[src/rtl/bf_pair_scheduler.sv]
// Buffers one N-sample complex frame, then issues the radix-2 DIT butterfly
// operand pairs of one stage, one pair every two cycles, with twiddle addressing.
module bf_pair_scheduler #(
    parameter int X_WDTH = 16,
    parameter int LOG_N  = 3,
    parameter int STAGE  = 0
) (
    input  logic                  clk,
    input  logic                  rst,
    input  logic [2*X_WDTH-1:0]   in_data,
    input  logic                  in_nd,
    output logic                  in_rdy,
    output logic [LOG_N-2:0]      tw_addr,
    input  logic [2*X_WDTH-1:0]   w_in,
    output logic [2*X_WDTH-1:0]   xa,
    output logic [2*X_WDTH-1:0]   xb,
    output logic [2*X_WDTH-1:0]   w,
    output logic [LOG_N-1:0]      m,
    output logic                  x_nd,
    output logic                  frame_done,
    output logic                  err
);

    localparam int N     = 1 << LOG_N;
    localparam int TW_SH = LOG_N - 1 - STAGE;
    localparam logic [LOG_N-2:0] POS_MASK = (LOG_N-1)'((1 << STAGE) - 1);
    localparam logic [LOG_N-2:0] K_LAST   = (LOG_N-1)'(N/2 - 1);
    localparam logic [LOG_N-1:0] SPAN     = LOG_N'(1 << STAGE);
    localparam logic [LOG_N-1:0] CNT_LAST = LOG_N'(N - 1);

    typedef enum logic {FILL, ISSUE} state_t;

    state_t                 state_q;
    logic [LOG_N-1:0]       cnt_q;
    logic [LOG_N-2:0]       k_q;
    logic                   phase_q;
    logic                   in_rdy_q;
    logic                   x_nd_q;
    logic                   frame_done_q;
    logic                   err_q;
    logic [LOG_N-2:0]       tw_addr_q;
    logic [2*X_WDTH-1:0]    xa_q;
    logic [2*X_WDTH-1:0]    xb_q;
    logic [LOG_N-1:0]       m_q;
    logic [2*X_WDTH-1:0]    mem_q [N];

    logic [LOG_N-1:0]       k_ext;
    logic [LOG_N-2:0]       pos;
    logic [LOG_N-2:0]       k_inc;
    logic [LOG_N-1:0]       ia_d;
    logic [LOG_N-1:0]       ib_d;
    logic [LOG_N-2:0]       tw_next_d;

    // Pair addresses: insert a zero bit at position STAGE of k to get ia.
    always_comb begin
        k_ext     = {1'b0, k_q};
        pos       = k_q & POS_MASK;
        ia_d      = ((k_ext >> STAGE) << (STAGE + 1)) | {1'b0, pos};
        ib_d      = ia_d | SPAN;
        k_inc     = k_q + (LOG_N-1)'(1);
        tw_next_d = (k_inc & POS_MASK) << TW_SH;
    end

    always_ff @(posedge clk) begin
        if (state_q == FILL && in_nd) begin
            mem_q[cnt_q] <= in_data;
        end
    end

    always_ff @(posedge clk or posedge rst) begin
        if (rst) begin
            state_q      <= FILL;
            cnt_q        <= '0;
            k_q          <= '0;
            phase_q      <= 1'b0;
            in_rdy_q     <= 1'b1;
            x_nd_q       <= 1'b0;
            frame_done_q <= 1'b0;
            err_q        <= 1'b0;
            tw_addr_q    <= '0;
            xa_q         <= '0;
            xb_q         <= '0;
            m_q          <= '0;
        end else begin
            x_nd_q       <= 1'b0;
            frame_done_q <= 1'b0;
            if (in_nd && !in_rdy_q) begin
                err_q <= 1'b1;
            end
            case (state_q)
                FILL: begin
                    if (in_nd) begin
                        cnt_q <= cnt_q + LOG_N'(1);
                        if (cnt_q == CNT_LAST) begin
                            state_q   <= ISSUE;
                            in_rdy_q  <= 1'b0;
                            k_q       <= '0;
                            phase_q   <= 1'b0;
                            tw_addr_q <= '0;
                        end
                    end
                end
                ISSUE: begin
                    if (!phase_q) begin
                        phase_q <= 1'b1;
                        x_nd_q  <= 1'b1;
                        xa_q    <= mem_q[ia_d];
                        xb_q    <= mem_q[ib_d];
                        m_q     <= ia_d;
                    end else begin
                        phase_q <= 1'b0;
                        if (k_q == K_LAST) begin
                            state_q      <= FILL;
                            in_rdy_q     <= 1'b1;
                            frame_done_q <= 1'b1;
                            k_q          <= '0;
                        end else begin
                            // Twiddle for the next pair is presented one cycle before its x_nd.
                            k_q       <= k_inc;
                            tw_addr_q <= tw_next_d;
                        end
                    end
                end
                default: state_q <= FILL;
            endcase
        end
    end

    assign in_rdy     = in_rdy_q;
    assign tw_addr    = tw_addr_q;
    assign xa         = xa_q;
    assign xb         = xb_q;
    assign w          = w_in;
    assign m          = m_q;
    assign x_nd       = x_nd_q;
    assign frame_done = frame_done_q;
    assign err        = err_q;

endmodule

[config.mk]
export PLATFORM = sky130hd
export DESIGN_NAME = bf_pair_scheduler
export DESIGN_NICKNAME = d
export VERILOG_FILES = /design/src/rtl/bf_pair_scheduler.sv
export SDC_FILE = /design/constraint.sdc
export NUM_CORES = 1
export LEC_CHECK = 0
export CORE_AREA = 3 3 165 167
export CTS_CLUSTER_SIZE = 20
export DETAILED_ROUTE_END_ITERATION = 6
export DIE_AREA = 0 0 168 170
export PLACE_DENSITY = 0.75
export SLEW_MARGIN = 20
export SYNTH_ARGS = -nofsm -noshare
export SYNTH_HDL_FRONTEND = slang
export SYNTH_SLANG_ARGS = --single-unit
[constraint.sdc]
create_clock -name clk -period 6.05 [get_ports clk]
set_input_delay 1.815 -clock clk [delete_from_list [all_inputs] [get_ports clk]]
set_output_delay 1.815 -clock clk [all_outputs]
set_load 0.02 [all_outputs]
======== Yosys cells after proc, flatten, opt, wreduce, memory -nomap -nowiden ========
Memories as Yosys holds them, arrays and structs flattened. A register that Yosys moved wholly into a read port is not among the register bits.
Cells that the tools add are included.
word-level totals
  register bits ........................... 15
  bits in writable memories ............... 256
  input port bits ......................... 67
  output and inout port bits .............. 105
  word-level logic and storage cells ...... 57
  memories kept ........................... 1
memories
  memory  words  bits a word  rd ports  clocked after Yosys merged registers in  wr ports  RTL line  source
  mem_q   8      32           2         2                                        1         45        logic [2*X_WDTH-1:0] mem_q [N];
operators by class
  add/subtract/negate cells ............... 2
  eq/ne operators ......................... 7
  mux-type cells .......................... 26
  bitwise logic cells ..................... 2
  reductions and logical operators ........ 9
operator list
  operator                                        count
  2-to-1 mux 1 bit                                15
  2-to-1 mux 2 bit                                6
  one-hot mux 2 bit (2 select lines)              2
  AND reduction 4 bit                             2
  != test 2 x 1 -> 1 bit (second input constant)  3
  one-hot mux 1 bit (2 select lines)              3
  AND reduction 2 bit                             3
  != test 2 bit (second input constant)           2
  adder 3 x 1 -> 3 bit (second input constant)    1
  equality test 3 bit (second input constant)     1
  AND reduction 3 bit                             1
  adder 2 x 1 -> 2 bit (second input constant)    1
  equality test 2 bit (second input constant)     1
  logical AND 1 bit                               2
  inverter 1 bit                                  2
  logical NOT 1 bit                               1

======== Longest topological paths before layout ========
  depth in word-level cells ............... 4
  depth in mapped cells ................... 7
  mapped depth without buffers ............ 5

======== Worst setup path before layout ========
OpenSTA, ideal clock, no wires.
  path type ............................... input port to flip-flop
  start ................................... in in_nd
  end ..................................... mem mem_q[1][0] (netlist name), enable pin
  setup time .............................. 0.501 ns
  arrival ................................. 4.944 ns
  data required time ...................... 5.549 ns
  setup slack ............................. 0.605 ns
  stages .................................. 2
  buffers on the path ..................... 0
  cells stage by stage .................... nand2_1 nor4_1
between the ends
  longest elaborated chain between the ends .. 3
ends and longest elaborated chain
  item                                    RTL line  source
  start, declared                         11        input logic in_nd,
  logical AND 1 bit                       65        if (state_q == FILL && in_nd) begin
  2-to-1 mux 1 bit                        65
  2-to-1 mux 1 bit (implied by the code)  66        mem_q[cnt_q] <= in_data;
  end, declared                           45
Every way passes these cells.

======== Final worst setup path ========
  start ................................... in in_nd
  end ..................................... mem mem_q[4][12] (netlist name), enable pin
Same word-level chain as after synthesis.

==> metrics.cfg <==
[timing]
setup-tns-final_ns = 0
worstMarginPinSlew_ns = 1.12
fin_skew_ns = 0.0155
finalCriticalPeriod_ns = 3.64
hold_slack_ns = 0.466
setup_violations = 0
hold_viol = 0
max_slew_margin_pct = 25.4
rsz0062_at_grt = no
period_share_pct = 60.2
finalMaxSlewViolations = 0
fmax_ghz = 0.275

[hold_path]
hp-start = err
hold_path_depth = 1
holdPathEnd = err
hold_class = register to register

[layout]
nNetsFinal = 862
layout-drive-gt1-share_pct = 16.0
finalNonFillerCells = 1152
diodes = 0
fill_cells = 1881
multiInputGateArea_mm2 = 0.00275
fin_util_pct = 58.2
seq_area_mm2 = 0.00962
synthToLayoutAreaGrowth_pct = 17.3

[worst_setup_path]
cp-end-kind = register
reg2reg_to = xa[9]
critPathArrivalTime_ns = 3.77
reg2reg_depth = 5
start_kind = input pin
reg2reg_setup_slack_ns = 2.96
r2r_start = state_q
path_max_fanout = 32
worst-setup-path-type = input pin to register
crit_required_ns = 6.18

[cts]
cts.sinks = 333
insertion_delay_ns = 0.51
cts_made_buffers = 35
htree_levels = 2
cts_resized = 0
post_cts_buffers = 0
postCtsHoldBufs = 0
clk_pin_slew_worst_paths_ns = 0.06
cts_root_buffer = clkbuf_16
cts_buffer_depth = 3
cts_tree = yes

[logic_synthesis]
avgSynthCellArea_um2 = 18.1
synth_ff_type = edfxtp_1
synth_area_mm2 = 0.0129
ys_ff_latch = 333
async_flop_share_pct = 23.1
synth.distinct_cells = 31
ys_warn_count = 0
ys_seq_area_share_pct = 74.8
syn_inst = 711
synth_edf_count = 256

[routing]
vias = 6320
drc = 0
drtPass1Iterations = 5
wl_met2_um = 12600
drt.antenna.violating_nets = 0
route.met3.wl_um = 1310
drt_iter0_drc = 492
wl_met1_um = 10200
viasPerCell = 5.49
top_layer = met4
post_drt_wl_per_cell_um = 21.3
wl_um = 24600

[power]
pwr_density_cell_mw_per_mm2 = 491
power.leakage_nw = 5.19
ir_drop_mv = 0.271
finalPower_mw = 7.40

[floorplan]
floorplan.initialDensity_pct = 49.6
die_area_mm2 = 0.0286
die_x_um = 168
die_y_um = 170
core_mm2 = 0.0259
rows = 59
io_pins = 172

[flow_run]
maxCapViolCount = 0

[run_status]
outcome = finished, final reports clean

[grt]
grt_start_max_net_pins = 69
grt_pass1_wl_um = 38400
grt_use_total_pct = 17.3
grt_pass1_vias = 6630
grt_antenna_before_repair = 0
grt-ovfl-total = 0

[place]
dp_cells = 1089
port_buffers = 104
dp_hpwl_um = 13800
place_congestion = 0.735

-- synthesized netlist by cell type (2+ instances only) --
library cell / n / area (um^2)
edfxtp_1: 256 / 7690
mux2i_1: 128 / 1280
dfrtp_1: 76 / 1900
nand2_1: 75 / 282
o221ai_2: 51 / 766
buf_4: 37 / 278
buf_2: 18 / 90.1
buf_6: 14 / 158
o221ai_1: 13 / 114
nor2_1: 5 / 18.8
clkbuf_1: 4 / 15.0
ha_1: 4 / 50.1
nor3_1: 4 / 20.0
a21oi_1: 3 / 15.0
o21ai_0: 3 / 15.0
inv_1: 2 / 7.51
mux2_2: 2 / 22.5
nand2b_1: 2 / 12.5
nand3_1: 2 / 10.0
-- cell usage in the layout (no fill, tap or decap), types with 8 or more instances in the layout --
cell / Yosys / final
buf_4: 37 / 10
clkinv_2: 0 / 8
nand2_1: 75 / 75
clkdlybuf4s50_1: 0 / 104
edfxtp_1: 256 / 256
clkbuf_16: 0 / 37
o221ai_1: 13 / 13
dfrtp_1: 76 / 75
o221ai_2: 51 / 51
mux2i_1: 128 / 128
-- flip-flops by register name, indices dropped and copies added (netlist names) --
signal,flops
in_rdy,1
cnt_q,3
xb,32
frame_done,1
m,2
xa,32
x_nd,1
k_q,2
phase_q,1
state_q,1
err,1
mem_q,256
-- stage by stage --
stage               setup WS [ns]  instance area, um^2
floorplan                   0.605                12900
global placement             1.90                13900
detailed placement           1.87                13900
CTS                          2.41                15100
global route                 2.33                15100
finish                       2.41                15100
-- area by class of cell --
| class | instances | area share, % |
|---|---|---|
| Clock buffer | 49 | 6.77 |
| Clock inverter | 14 | 0.929 |
| Inverter | 3 | 0.0996 |
| Multi-Input combinational cell | 304 | 18.2 |
| Sequential cell | 333 | 63.8 |
| Tap cell | 335 | 2.78 |
| Timing Repair Buffer | 114 | 7.40 |
-- worst max-delay path by stage --
stage | start | to | slack [ns] | depth (start not counted)
floorplan | in_nd | mem_q[1][0] | 0.60 | 2
global placement | in_nd | mem_q[4][1] | 1.90 | 3
detailed placement | in_nd | mem_q[4][7] | 1.87 | 3
CTS | in_nd | mem_q[4][24] | 2.41 | 3
global route | in_nd | mem_q[4][19] | 2.33 | 3
finish | in_nd | mem_q[4][12] | 2.41 | 3
-- report_power, final --
| part | internal, mW | switching (mW) |
|---|---|---|
| Sequential | 2.86 | 0.308 |
| Clock | 1.30 | 0.827 |
| Combinational | 0.916 | 1.19 |
| Total | 5.08 | 2.32 |
-- cell families (layout without fill, tap and decap cells) --
group | count (synthesis) | in the layout | synth area share [%]
muxes | 130 | 130 | 10.1
other | 1 | 3 | 0.0292
xor gates and xnor gates | 1 | 1 | 0.0682
DFF | 333 | 333 | 74.8
adders and majority gates | 4 | 4 | 0.389
and+or+nand+nor | 95 | 95 | 3.10
buffers and inverters | 76 | 180 | 4.31
AOI/OAI and AO/OA | 71 | 71 | 7.14
-- critical path, stage by stage --
cell and delay [ns]:
clkdlybuf4s50_1 0.65, or3b_2 0.54, nor2_4 0.75
-- routing by layer --
layer	vias to the layer above	track usage, %
met4	0	4.62
met2	189	29.8
li1	2869	-
met5	-	0
met1	3211	22.6
met3	51	3.39
No activity file was read; power rests on OpenSTA's default activity.
